[src/rtl/latch_write_arbiter.sv]
// Round-robin arbiter that owns a shared bank of D latches: setup, enable pulse, hold per write.
// Optional latch readback check is enabled by defining LATCH_READBACK_EN.
module latch_write_arbiter #(
    parameter int N         = 4,
    parameter int WIDTH     = 8,
    parameter int EN_CYCLES = 2,
    localparam int IDW      = (N > 1) ? $clog2(N) : 1
) (
    input  logic               clk,
    input  logic               rst,
    input  logic [N-1:0]       req,
    input  logic [N*WIDTH-1:0] wdata,
`ifdef LATCH_READBACK_EN
    input  logic [WIDTH-1:0]   latch_q,
    output logic               err,
    output logic [IDW-1:0]     err_id,
`endif
    output logic [N-1:0]       ack,
    output logic               busy,
    output logic [IDW-1:0]     grant_id,
    output logic [WIDTH-1:0]   latch_d,
    output logic               latch_en
);

    localparam int CW = (EN_CYCLES > 1) ? $clog2(EN_CYCLES) : 1;

    typedef enum logic [1:0] {IDLE, SETUP, ENABLE, HOLD} state_t;

    state_t           state_reg, state_next;
    logic [IDW-1:0]   ptr_reg, ptr_next;
    logic [CW-1:0]    cnt_reg, cnt_next;
    logic             turn_reg, turn_next;
    logic [WIDTH-1:0] data_reg;
    logic [IDW-1:0]   grant_reg;
    logic [N-1:0]     ack_reg;
    logic             busy_reg;
    logic             latch_en_reg;

    logic [WIDTH-1:0] slice [N];
    logic             found;
    logic [IDW-1:0]   pick;

    generate
        for (genvar gi = 0; gi < N; gi++) begin : g_slice
            assign slice[gi] = wdata[gi*WIDTH +: WIDTH];
        end
    endgenerate

    // First requester at or above the pointer, wrapping modulo N.
    always_comb begin
        int j;
        j     = 0;
        found = 1'b0;
        pick  = '0;
        for (int k = 0; k < N; k++) begin
            j = int'(ptr_reg) + k;
            if (j >= N) j = j - N;
            if (!found && req[j]) begin
                found = 1'b1;
                pick  = IDW'(j);
            end
        end
    end

    always_comb begin
        state_next = state_reg;
        ptr_next   = ptr_reg;
        cnt_next   = cnt_reg;
        turn_next  = 1'b0;
        case (state_reg)
            IDLE: begin
                // The IDLE cycle right after HOLD is a turnaround: it lets the acked
                // requester withdraw req before a new grant is considered.
                if (!turn_reg && found) begin
                    state_next = SETUP;
                    if (int'(pick) == N - 1) ptr_next = '0;
                    else                     ptr_next = pick + IDW'(1);
                end
            end
            SETUP: begin
                state_next = ENABLE;
                cnt_next   = CW'(EN_CYCLES - 1);
            end
            ENABLE: begin
                if (cnt_reg == '0) state_next = HOLD;
                else               cnt_next   = cnt_reg - CW'(1);
            end
            HOLD: begin
                state_next = IDLE;
                turn_next  = 1'b1;
            end
            default: state_next = IDLE;
        endcase
    end

    always_ff @(posedge clk) begin
        if (rst) begin
            state_reg    <= IDLE;
            ptr_reg      <= '0;
            cnt_reg      <= '0;
            turn_reg     <= 1'b0;
            data_reg     <= '0;
            grant_reg    <= '0;
            ack_reg      <= '0;
            busy_reg     <= 1'b0;
            latch_en_reg <= 1'b0;
        end else begin
            state_reg    <= state_next;
            ptr_reg      <= ptr_next;
            cnt_reg      <= cnt_next;
            turn_reg     <= turn_next;
            busy_reg     <= (state_next != IDLE);
            latch_en_reg <= (state_next == ENABLE);
            // Data is committed at grant; later wdata changes are ignored.
            if (state_reg == IDLE && state_next == SETUP) begin
                data_reg  <= slice[pick];
                grant_reg <= pick;
            end
            ack_reg <= '0;
            if (state_next == HOLD) ack_reg[grant_reg] <= 1'b1;
        end
    end

`ifdef LATCH_READBACK_EN
    logic           err_reg;
    logic [IDW-1:0] err_id_reg;

    // Sticky: only the first failing write is recorded.
    always_ff @(posedge clk) begin
        if (rst) begin
            err_reg    <= 1'b0;
            err_id_reg <= '0;
        end else if (state_reg == HOLD && latch_q != data_reg && !err_reg) begin
            err_reg    <= 1'b1;
            err_id_reg <= grant_reg;
        end
    end

    assign err    = err_reg;
    assign err_id = err_id_reg;
`endif

    assign ack      = ack_reg;
    assign busy     = busy_reg;
    assign grant_id = grant_reg;
    assign latch_d  = data_reg;
    assign latch_en = latch_en_reg;

endmodule

[config.mk]
export PLATFORM = sky130hd
export DESIGN_NAME = latch_write_arbiter
export DESIGN_NICKNAME = d
export VERILOG_FILES = /design/src/rtl/latch_write_arbiter.sv
export SDC_FILE = /design/constraint.sdc
export NUM_CORES = 1
export LEC_CHECK = 0
export ABC_AREA = 1
export CAP_MARGIN = 40
export CORE_UTILIZATION = 35
export CTS_BUF_LIST = sky130_fd_sc_hd__clkbuf_16
export DETAILED_ROUTE_END_ITERATION = 8
export HOLD_SLACK_MARGIN = 0.02
export PLACE_DENSITY = 0.67
export REMOVE_ABC_BUFFERS = 1
export SYNTH_ARGS = -nofsm -noshare
export SYNTH_HDL_FRONTEND = slang
export SYNTH_SLANG_ARGS = --single-unit
export TNS_END_PERCENT = 100
[constraint.sdc]
create_clock -name clk -period 2.2 [get_ports clk]
set_clock_uncertainty 0.1 [all_clocks]
set_input_delay 0.22 -clock clk [delete_from_list [all_inputs] [get_ports clk]]
set_output_delay 0.22 -clock clk [all_outputs]
set_load 0.01 [all_outputs]
Yosys cells after proc, flatten, opt, wreduce, memory -nomap -nowiden
Cells that the tools add are included.
Storage, ports and cells
  bits in registers: 22
  input port bits: 38
  output and inout bits: 16
Operators by class
  add/sub/neg operators: 9
  magnitude comparators: 11
  equality and inequality tests: 7
  mux-type cells: 36
  bitwise logic cells: 2
  reductions and logical operators: 15
Operator list (number)
  less-than comparator 32 x 4 -> 1 bit, second input constant: 4
  2-to-1 mux 32 bit: 4
  binary-select mux 8 bit (select 2 bit): 1
  2-to-1 mux 8 bit: 2
  2-to-1 mux 1 bit: 15
  2-to-1 mux 2 bit: 7
  >= comparator 3 bit, second input constant: 4
  subtractor 3 x 3 -> 4 bit, second input constant: 3
  binary-select mux 1 bit (select 2 bit): 4
  equality test 2 bit, second input constant: 4
  case mux 2 bit (4 select lines): 1
  adder 2 x 2 -> 3 bit, second input constant: 2
  equality test 2 x 1 -> 1 bit, second input constant: 3
  logical AND 1 bit: 6
  zero test 1 bit: 4
  nonzero test 2 bit: 2
  subtractor 2 x 3 -> 4 bit, second input constant: 1
  adder 2 x 1 -> 3 bit, second input constant: 1
  >= comparator 2 x 3 -> 1 bit, second input constant: 1
  less-than comparator 2 x 3 -> 1 bit, second input constant: 1
  NOT 2 -> 3 bit: 1
  adder 2 x 1 -> 2 bit, second input constant: 1
  demux 1 bit (select 2 bit): 1
  >= comparator 2 x 1 -> 1 bit, second input constant: 1
  other kinds (6): 6

Depth between registers and ports, before layout
  depth in word-level cells: 21
  depth in mapped cells: 17

Worst setup path before layout
OpenSTA, ideal clock, no wires.
  path kind: reg2reg
  start point: register ptr_reg[0]
  end point: register data_reg[2] (netlist: latch_d[2])
  arrival: 1.525 ns
  setup slack: 0.466 ns
  stages on the path, launching flop included: 16
  period minus slack after synthesis: 1.734 ns
  path through: dfxtp_1 buf_6 inv_8 nand2_2 nand3_1 nand2_2 nor2_4 nand3_4 nand2_4 nand2_4 nand2_8 inv_4 nor2_1 nor2_1 nand2_1 inv_1
Between the ends
  longest elaborated chain between the ends: 20
  elaborated cells on any way between the ends: 50
  classes of those cells: add/sub: 7; order compare: 4; eq/ne: 1; mux: 29; bitwise: 1; reduce/logical: 8
RTL lines
  from (decl): line 30  | logic [IDW-1:0] ptr_reg, ptr_next;
  from (signal assigned): line 109  | ptr_reg <= ptr_next;
  branches (longest 20 deep; another with subtractor 3 x 3 -> 4 bit)
  to (signal assigned): line 116  | data_reg <= slice[pick];
  to (decl): line 33  | logic [WIDTH-1:0] data_reg;
Parallel ways; which one is timed is not known. The select of a mux whose other input is x is not followed.
A chain may end at the register's enable or synchronous reset.

Worst setup path in the final report
Ends and elaborated chain as after synthesis.

==> flow_metrics.env <==
export IMPL_final_hold_violation_count=0
export IMPL_swShare=0.498
export IMPL_critPathLaunchType="flop"
export IMPL_synth_area_per_cell_sq_um=6.43
export IMPL_crit_fanout=17
export IMPL_cts_max_level=1
export IMPL_antenna_found_initial=0
export IMPL_tightest_slew_ns=0.267
export IMPL_cts_tree="done"
export IMPL_cp_required_ns=2.26
export IMPL_setup_viol=0
export IMPL_stdcell_area_sq_um=2150
export IMPL_p_switching_mw=1.60
export IMPL_fp_coreArea_sq_um=4030
export IMPL_cap_violations=0
export IMPL_top_usage_layer="met2"
export IMPL_slew_headroom=0.822
export IMPL_hp_class="reg2reg"
export IMPL_ant_nets=0
export IMPL_wire_per_inst_um=10.4
export IMPL_grt_pass1_vias=1362
export IMPL_placed_area_sq_um=2070
export IMPL_finish_net_count=329
export IMPL_p_leak_nw=1.04
export IMPL_setup_tns_ns=0
export IMPL_ys_ff_latch=22
export IMPL_layout_common_cells="nand2_1 (79), clkdlybuf4s50_1 (53), nor2_1 (25)"
export IMPL_crit_top_cell="nand2_1"
export IMPL_die_area_sq_um=4470
export IMPL_place_hpwl_um=2720
export IMPL_cp_arrival_ns=2.05
export IMPL_path_clk_slew_ns=0.06
export IMPL_path_class="reg2reg"
export IMPL_cts_repair_resized=0
export IMPL_synthCells=229
export IMPL_peakVddDrop_mv=0.589
export IMPL_drc=0
export IMPL_worstSkewPairLatency_ns=0.25
export IMPL_netlist_area_sq_um=1470
export IMPL_maxSlewViolCount=0
export IMPL_ys_warn_count=0
export IMPL_reg2reg_slack_ns=0.21
export IMPL_period_share=0.906
export IMPL_rows=23
export IMPL_grt_max_degree=18
export IMPL_clkSinkCount=22
export IMPL_seq_power_share=0.191
export IMPL_gr_usage_met3=0.0377
export IMPL_async_flop_share=0
export IMPL_run_status="finished, final reports clean"
export IMPL_n_antenna_cell=0
export IMPL_yosysUniqueCellTypes=28
export IMPL_cts_hold_buf=0
export IMPL_period_minus_slack_ns=1.99
export IMPL_avgViaCountPerCell=4.64
export IMPL_firstDrtPassIters=4
export IMPL_grt_pass1_wl_um=5600
export IMPL_cts_buffer_depth=2
export IMPL_powerDensity_nw_per_um2=1500
export IMPL_via_count=1565
export IMPL_critPathMaxStageDelay_ns=0.29
export IMPL_end_kind="flop"
export IMPL_postCtsSetupRepairBufs=0
export IMPL_start_util=0.366
export IMPL_grt_overflow_total=0
export IMPL_grt_total_usage=0.165
export IMPL_io_buffers=53
export IMPL_synth_edff_count=0
export IMPL_seq_area_frac_synth=0.299
export IMPL_final_common_cell="nand2_1"
export IMPL_p_int_mw=1.62
export IMPL_slowest_stage="dfxtp_1"
export IMPL_rsz0062_at_grt="no"
export IMPL_die_width_um=66.9
export IMPL_grtUsageMet2=0.289
export IMPL_ys_flop_type="dfxtp_1"
export IMPL_syn_to_final_growth_pct=45.9
export IMPL_drt_initial_drc_count=94
export IMPL_drive_above_1_share=0.129
export IMPL_timing_fmax_ghz=0.502
export IMPL_die_y_um=66.9
export IMPL_ios=54
export IMPL_routed_wl_um=3510
export IMPL_p_comb_frac=0.687
export IMPL_numCtsBuffers=3
export IMPL_path_cells="buf_4 > inv_8 > nand2_2 > nand3_1 > nand2_2 > nor2_4 > nand3_4 > nand3_4 > inv_2 > nand2_1 > nand2_1 > nand2_1 > nand3_1 > nand2_1 > inv_1"
export IMPL_pwr_share_clk=0.122
export IMPL_grt_util_met1=0.202
export IMPL_gp_congestion=0.819
export IMPL_root_buffer="clkbuf_16"
export IMPL_largest_reg_flops=8
==> layout make-up <==
class                   count  area (sq um)
clock buffers               3          75.1
repair buffers             58           568
fillers                   408          1880
multi-input cells         172           872
flip-flops and latches     22           440
well taps                  50          62.6
inverters                  31           126
clock inverters             1          3.75
==> metal layers <==
metal | up-vias | routed length, um
li1 | 826 | -
met1 | 692 | 1690
met2 | 45 | 1610
met3 | 2 | 196
met4 | 0 | 19
met5 | - | 0
==> stage by stage <==
stage	power (mW)	instances	util	setup WS [ns]	hold WS, ns
after detailed placement	2.83	333	0.514	0.0256	0.380
after floorplan	2.22	225	-	0.244	0.191
after CTS	3.23	337	0.533	0.211	0.390
after global placement	2.81	333	0.514	0.0748	0.367
after global routing	3.54	337	0.533	0.00280	0.429
final	3.22	337	0.533	0.208	0.384
==> power by group through the flow <==
stage / clock [mW] / combinational (mW) / sequential (mW)
detailed placement: 0 / 2.21 / 0.621
finish: 0.392 / 2.21 / 0.616
global placement: 0 / 2.19 / 0.622
CTS: 0.398 / 2.22 / 0.615
global route: 0.415 / 2.50 / 0.629
floorplan: 0 / 1.55 / 0.674
==> critical path, delay by kind of cell (launching register included) <==
family        cells  cell delay (ns)
buf+inv           4             0.43
flops             1             0.29
simple gates     11             1.08
==> Yosys cell counts, drive strengths merged (3+ instances only) <==
cell,number,area (sq um)
inv,31,126
dfxtp,22,440
nand2,94,424
nor2,29,138
ha,3,37.5
o21ai,9,45.0
nor3,5,25.0
buf,3,30.0
a21oi,6,30.0
nand4,4,25.0
nand3,19,125
==> cell families after synthesis <==
group	synth area share
buf+inv	0.109
flops	0.299
compound gates	0.0561
fa+ha+maj	0.0255
xor+xnor	0.00595
simple gates	0.505
==> worst paths after layout <==
check                            startpoint         end  depth (start not counted)
worst max-delay path             ptr_reg[0]  latch_d[2]                         15
worst min-delay path            grant_id[1]      ack[1]                          1
worst min register to register  grant_id[1]      ack[1]                          1
worst max register to register   ptr_reg[0]  latch_d[2]                         15
Note: power is estimated with default switching activity, not from simulation.
